### src/rtl/regfile_scoreboard.sv
// Register file with per-register lock bits and per-port read FSMs that stall on locked registers.
// Latency: unlocked read 1 cycle; a waiting read returns 1 cycle after the releasing write with REGFILE_BYPASS_EN defined, otherwise 2.
// Backpressure: lock requests to a locked register are denied (requester retries); reads to locked registers hold in WAIT with rd_busy_o high.
module regfile_scoreboard #(
    parameter int DataWidth = 32,
    parameter int AddrWidth = 5,
    parameter int NumRead   = 2
) (
    input  logic                           clk_i,
    input  logic                           rst_i,
    input  logic [NumRead-1:0]             rd_req_i,
    input  logic [NumRead*AddrWidth-1:0]   rd_addr_i,
    output logic [NumRead-1:0]             rd_valid_o,
    output logic [NumRead*DataWidth-1:0]   rd_data_o,
    output logic [NumRead-1:0]             rd_busy_o,
    input  logic                           lock_req_i,
    input  logic [AddrWidth-1:0]           lock_addr_i,
    output logic                           lock_gnt_o,
    input  logic                           wr_alu_en_i,
    input  logic [AddrWidth-1:0]           wr_alu_addr_i,
    input  logic [DataWidth-1:0]           wr_alu_data_i,
    input  logic                           wr_lsu_en_i,
    input  logic [AddrWidth-1:0]           wr_lsu_addr_i,
    input  logic [DataWidth-1:0]           wr_lsu_data_i,
    output logic [2**AddrWidth-1:0]        locked_o
);

    localparam int Depth = 2**AddrWidth;

    typedef enum logic {
        IDLE = 1'b0,
        WAIT = 1'b1
    } rd_state_e;

    logic [DataWidth-1:0] mem_q [Depth];
    logic [DataWidth-1:0] mem_d [Depth];
    logic [Depth-1:0]     locked_q;
    logic [Depth-1:0]     locked_d;

    // Writes to x0 are dropped here so nothing downstream has to special-case them.
    logic alu_wr;
    logic lsu_wr;
    logic lock_hit;

    assign alu_wr   = wr_alu_en_i && (wr_alu_addr_i != '0);
    assign lsu_wr   = wr_lsu_en_i && (wr_lsu_addr_i != '0);
    assign lock_hit = (alu_wr && (wr_alu_addr_i == lock_addr_i)) ||
                      (lsu_wr && (wr_lsu_addr_i == lock_addr_i));

    // A lock is granted when the target is x0, free, or being released this very cycle.
    assign lock_gnt_o = !rst_i && lock_req_i &&
                        ((lock_addr_i == '0) || !locked_q[lock_addr_i] || lock_hit);

    assign locked_o = locked_q;

    // Next register contents and lock bits: LSU applied after ALU so it wins, lock set applied last so it survives a same-cycle write.
    always_comb begin
        mem_d    = mem_q;
        locked_d = locked_q;
        if (alu_wr) begin
            mem_d[wr_alu_addr_i]    = wr_alu_data_i;
            locked_d[wr_alu_addr_i] = 1'b0;
        end
        if (lsu_wr) begin
            mem_d[wr_lsu_addr_i]    = wr_lsu_data_i;
            locked_d[wr_lsu_addr_i] = 1'b0;
        end
        if (lock_gnt_o && (lock_addr_i != '0)) begin
            locked_d[lock_addr_i] = 1'b1;
        end
    end

    // Register file and lock bit storage.
    always_ff @(posedge clk_i) begin
        if (rst_i) begin
            for (int i = 0; i < Depth; i++) begin
                mem_q[i] <= '0;
            end
            locked_q <= '0;
        end else begin
            mem_q    <= mem_d;
            locked_q <= locked_d;
        end
    end

    genvar k;
    for (k = 0; k < NumRead; k++) begin : g_rd
        rd_state_e            state_q, state_d;
        logic                 valid_q, valid_d;
        logic [DataWidth-1:0] data_q,  data_d;
        logic [AddrWidth-1:0] addr_q,  addr_d;
        logic                 pend_q,  pend_d;

        logic [AddrWidth-1:0] req_addr;
        logic                 req_locked;
        logic [DataWidth-1:0] req_src;
        logic                 wait_alu, wait_lsu, wait_hit;
        logic                 release_now;
        logic [DataWidth-1:0] wait_src;
`ifdef REGFILE_BYPASS_EN
        logic                 req_alu, req_lsu;
`endif

        assign req_addr = rd_addr_i[k*AddrWidth +: AddrWidth];

        // Decide whether each candidate read is blocked and where its data comes from.
        always_comb begin
            wait_alu = alu_wr && (wr_alu_addr_i == addr_q);
            wait_lsu = lsu_wr && (wr_lsu_addr_i == addr_q);
            wait_hit = wait_alu || wait_lsu;
`ifdef REGFILE_BYPASS_EN
            req_alu     = alu_wr && (wr_alu_addr_i == req_addr);
            req_lsu     = lsu_wr && (wr_lsu_addr_i == req_addr);
            req_locked  = locked_q[req_addr] && !(req_alu || req_lsu);
            req_src     = req_lsu ? wr_lsu_data_i :
                          req_alu ? wr_alu_data_i : mem_q[req_addr];
            release_now = wait_hit || pend_q || !locked_q[addr_q];
            wait_src    = wait_lsu ? wr_lsu_data_i :
                          wait_alu ? wr_alu_data_i : mem_q[addr_q];
`else
            // pend_q remembers a releasing write whose lock was re-taken in the same cycle.
            req_locked  = locked_q[req_addr];
            req_src     = mem_q[req_addr];
            release_now = pend_q || !locked_q[addr_q];
            wait_src    = mem_q[addr_q];
`endif
        end

        // Read port state register; reset abandons any pending read silently.
        always_ff @(posedge clk_i) begin
            if (rst_i) begin
                state_q <= IDLE;
                valid_q <= 1'b0;
                data_q  <= '0;
                addr_q  <= '0;
                pend_q  <= 1'b0;
            end else begin
                state_q <= state_d;
                valid_q <= valid_d;
                data_q  <= data_d;
                addr_q  <= addr_d;
                pend_q  <= pend_d;
            end
        end

        // Next state: park in WAIT on a locked address until it is released.
        always_comb begin
            state_d = state_q;
            case (state_q)
                IDLE: if (rd_req_i[k] && req_locked) state_d = WAIT;
                WAIT: if (release_now) state_d = IDLE;
                default: state_d = IDLE;
            endcase
        end

        // Outputs: valid pulse and held data, captured address for the wait.
        always_comb begin
            valid_d = 1'b0;
            data_d  = data_q;
            addr_d  = addr_q;
            pend_d  = 1'b0;
            case (state_q)
                IDLE: begin
                    if (rd_req_i[k]) begin
                        if (req_locked) begin
                            addr_d = req_addr;
                        end else begin
                            valid_d = 1'b1;
                            data_d  = req_src;
                        end
                    end
                end
                WAIT: begin
                    if (release_now) begin
                        valid_d = 1'b1;
                        data_d  = wait_src;
                    end else begin
                        pend_d = pend_q || wait_hit;
                    end
                end
                default: valid_d = 1'b0;
            endcase
        end

        assign rd_valid_o[k]                       = valid_q;
        assign rd_busy_o[k]                        = (state_q == WAIT);
        assign rd_data_o[k*DataWidth +: DataWidth] = data_q;
    end

endmodule

### config.mk
export PLATFORM = sky130hd
export DESIGN_NAME = regfile_scoreboard
export DESIGN_NICKNAME = d
export VERILOG_FILES = /design/src/rtl/regfile_scoreboard.sv
export SDC_FILE = /design/constraint.sdc
export NUM_CORES = 2
export LEC_CHECK = 0
export BUFFER_PORTS_ARGS = -buffer_cell sky130_fd_sc_hd__buf_2
export CAP_MARGIN = 25
export CORE_ASPECT_RATIO = 1.1
export CORE_MARGIN = 2
export CORE_UTILIZATION = 45
export CTS_CLUSTER_SIZE = 14
export DETAILED_ROUTE_END_ITERATION = 10
export PLACE_DENSITY = 0.59
export SLEW_MARGIN = 20
export SYNTH_ARGS = -nofsm -noshare
export SYNTH_HDL_FRONTEND = slang
export SYNTH_SLANG_ARGS = --single-unit
### constraint.sdc
create_clock -name clk_i -period 4.1 [get_ports clk_i]
set_clock_uncertainty 0.05 [all_clocks]
set_input_delay 0.41 -clock clk_i [delete_from_list [all_inputs] [get_ports clk_i]]
set_output_delay 0.41 -clock clk_i [all_outputs]
set_load 0.01 [all_outputs]
==> summary.md <==
| Metric | Value |
|---|---|
| Status | complete, no violations |
| Cells after Synth | around 7700 |
| Initial antenna violation count | 55 |
| # Max-Cap Violations | 0 |
| Ports | just under 200 |
| Row cnt | between 150 and 200 |
| Setup TNS | 0 ns |
| Worst skew pair latency | slightly above 0.8 ns |
| Mapped Area | approximately 80000 um2 |
| Drt pass-1 iters | 9 |
| Starting Density | ~45% |
| Nets | around 7200 |
| Worst EP required | roughly 3.6 ns |
| Final Core Density | about half |
| DRC Markers | 0 |
| Vias in the first global route | 69000 |
| Final ANT Viol Nets | 0 |
| Final setup violation count | 0 |
| Largest net degree at the start of global routing | roughly 190 |
| Hold crit path type | in -> reg |
| R2R Path End | g_rd[0].data_q[23]$_SDFFE_PP0P_ |
| TritonCTS clock tree | done |
| Post-Syn Area per Cell | between 10 and 15 um2 |
| Syn nets | slightly below 8000 |
| Critical Path AT | about 3.5 ns |
| Fill cell count | about 16000 |
| Max Freq | between 200 and 300 MHz |
| Slew headroom | approximately 22% |
| GPL Wtd Cong | about 1 |
| Final hold vios | 0 |
| Post-CTS setup buffers | 0 |
| PnR Total Power | 27.7 mW |
| VDD IR max | 0.352 mV |
| Reg-to-reg startpoint | g_rd[0].addr_q[2]$_SDFFE_PP0P_ |
| Largest fanout on the critical path | 9 |
| CTS buffer count | approximately 130 |
| Area of the die | around 180000 um2 |
| Clk slew on worst S/H paths | approximately 0.070 ns |
| Pwr dens | about 320 nW/um2 |
| PortBufs | a little under 200 |
| Critical Path Start | locked_o[29]$_SDFF_PP0_ |
| Type of destination of the critical path | output pin |
| H-tree depth | 4 |
| Layout cell share with drive strength beyond 1 | around a quarter |
| Clock root cell | clkbuf_16 |
| Die span in y | 446 um |
| RSZ-0062 raised after global routing | no |
| Reg2Reg Setup Slack | ~0.38 ns |
| Cell variety after synth | 48 |
| Final Cycle Share | 97.4% |
| Longest Clk Path Bufs | 3 |
| Area Growth Syn to Fin | 9.65% |
| CTS Sinks | 1136 |
| Post-synthesis sequential area ratio | around 28% |
| CP endpoint | lock_gnt_o |
| Final cell count without fillers | between 9000 and 10000 |
| First-pass GRT wire length | between 500000 and 600000 um |
| Setup crit start kind | flip-flop |
| Core Area | 177000 um2 |
| Die Wd | roughly 400 um |
| Kind of critical path | reg -> out |
| Mean routed wirelength per cell | a little under 40 um |
| Placed insts | ~9400 |
| Lkg Pwr | 30.7 nW |
| Setup WS post-layout | approximately 0.11 ns |
| Total routed wirelength | around 380000 um |
| Slew Limit Fails | 0 |
| Slew @ Worst Pin | roughly 1.2 ns |
| Initial DRC Count | between 10000 and 15000 |
| Via count | 74900 |
| Dpl ws | roughly 0.83 ns |
| Synth warn | 0 |
| All-Layer GR Usage | between 40% and 50% |
| Reg2Reg Depth | 6 |
| Period minus WS final | about 4 ns |
| Ys flop type | dfxtp_1 |
| Total congestion overflow | 0 |
| DP HPWL | 227000 um |
| Routed vias/inst | 7.75 |
| Post-synth EDFFs | 0 |
| Ys async rst share | 0% |
| Synthesized flop and latch total | approximately 1100 |
## layout make-up
type                            count  area, um2  area share, %
Antenna cell                       42        105          0.120
Clock buffer                      199       3980           4.54
Clock inverter                     39        492          0.561
Inverter                            6       25.0         0.0285
Multi-Input combinational cell   5427      53500           61.0
Sequential cell                  1136      22800           26.0
Tap cell                         2378       2980           3.39
Timing Repair Buffer              444       3820           4.36
## cells by family (layout without fill, tap and decap cells)
logic type | count (synthesis) | count (layout) | synth area share, %
mux | 1952 | 1952 | 41.2
simple gates | 1755 | 1755 | 9.43
compound gates | 1690 | 1690 | 15.3
flops | 1136 | 1136 | 28.4
buf+inv | 1099 | 688 | 5.37
xor+xnor | 30 | 30 | 0.329
other cells | 0 | 42 | 0
## state kept, by name, indices dropped and copies added, names as in the netlist
register	flops
locked_o	32
g_rd.valid_q	2
g_rd.pend_q	2
g_rd.addr_q	10
g_rd.data_q	64
mem_q	1024
g_rd.state_q	2
## layer usage
metal / GRT usage, % / share of wire (%) / vias to the layer above
met5: 1.46 / 0.14 / -
met3: 19.7 / 17 / 1628
met2: 56.3 / 40 / 6780
li1: - / - / 29600
met1: 51.7 / 35 / 36900
met4: 27.3 / 8.0 / 34
## worst min path at each step
stage	startpoint	endpoint	slack, ns	cells after the start
final	wr_lsu_addr_i[3]	g_rd[1].pend_q$_SDFF_PP0_	0.07	4
after CTS	rst_i	g_rd[1].addr_q[0]$_SDFFE_PP0P_	0.03	2
after global routing	wr_lsu_addr_i[3]	g_rd[1].pend_q$_SDFF_PP0_	0.08	4
after global placement	mem_q[1014]$_SDFF_PP0_	mem_q[1014]$_SDFF_PP0_	0.43	1
after floorplan	mem_q[1000]$_SDFF_PP0_	mem_q[1000]$_SDFF_PP0_	0.42	1
after detailed placement	mem_q[1018]$_SDFF_PP0_	mem_q[1018]$_SDFF_PP0_	0.45	1
## cells in the mapped netlist, drive strengths merged, types with 20 or more instances
master	count	area share, %
a211oi	802	7.5
a21oi	66	0.41
a311oi	256	2.8
buf	252	1.4
clkbuf	841	3.9
dfxtp	1136	28
mux2i	882	11
mux4	1069	30
nand2	257	1.2
nand3	207	1.3
nand4	22	0.17
nor2	1031	4.8
nor2b	40	0.31
nor4	128	1.0
o22ai	522	4.1
xor2	20	0.22
## cells in the final DEF (no fill, tap or decap), drive strengths merged, types with 199 or more instances in the layout
cell type	netlist	layout
a211oi	802	802
a311oi	256	256
buf	252	441
clkbuf	841	199
dfxtp	1136	1136
mux2i	882	882
mux4	1069	1069
nand2	257	257
nand3	207	207
nor2	1031	1031
o22ai	522	522
## critical path, cell delays in order (launching register included)
cell and delay (ns):
dfxtp_1 0.69, mux4_2 0.37, mux4_2 0.27, mux2i_4 0.08, o31ai_2 0.75, buf_4 0.31, inv_1 0.09, buf_2 0.15
## per-stage QoR
step,instance area (um2),hold WS (ns)
final,87700,0.0706
after global routing,87600,0.0810
after CTS,87500,0.0330
after detailed placement,83000,0.446
after global placement,82900,0.434
after floorplan,80000,0.425
## power breakdown
group          total [mW]  leakage [nW]  internal [mW]  switching [mW]
sequential           11.6          9.20           11.3           0.319
combinational        3.51          19.3           1.19            2.31
clock                12.6          2.21           7.29            5.34
## timing repair
item                      CTS  global route
resized for setup           0             0
hold endpoints to repair    3             0
hold buffers                3             0
No activity file was read; power rests on OpenSTA's default activity.
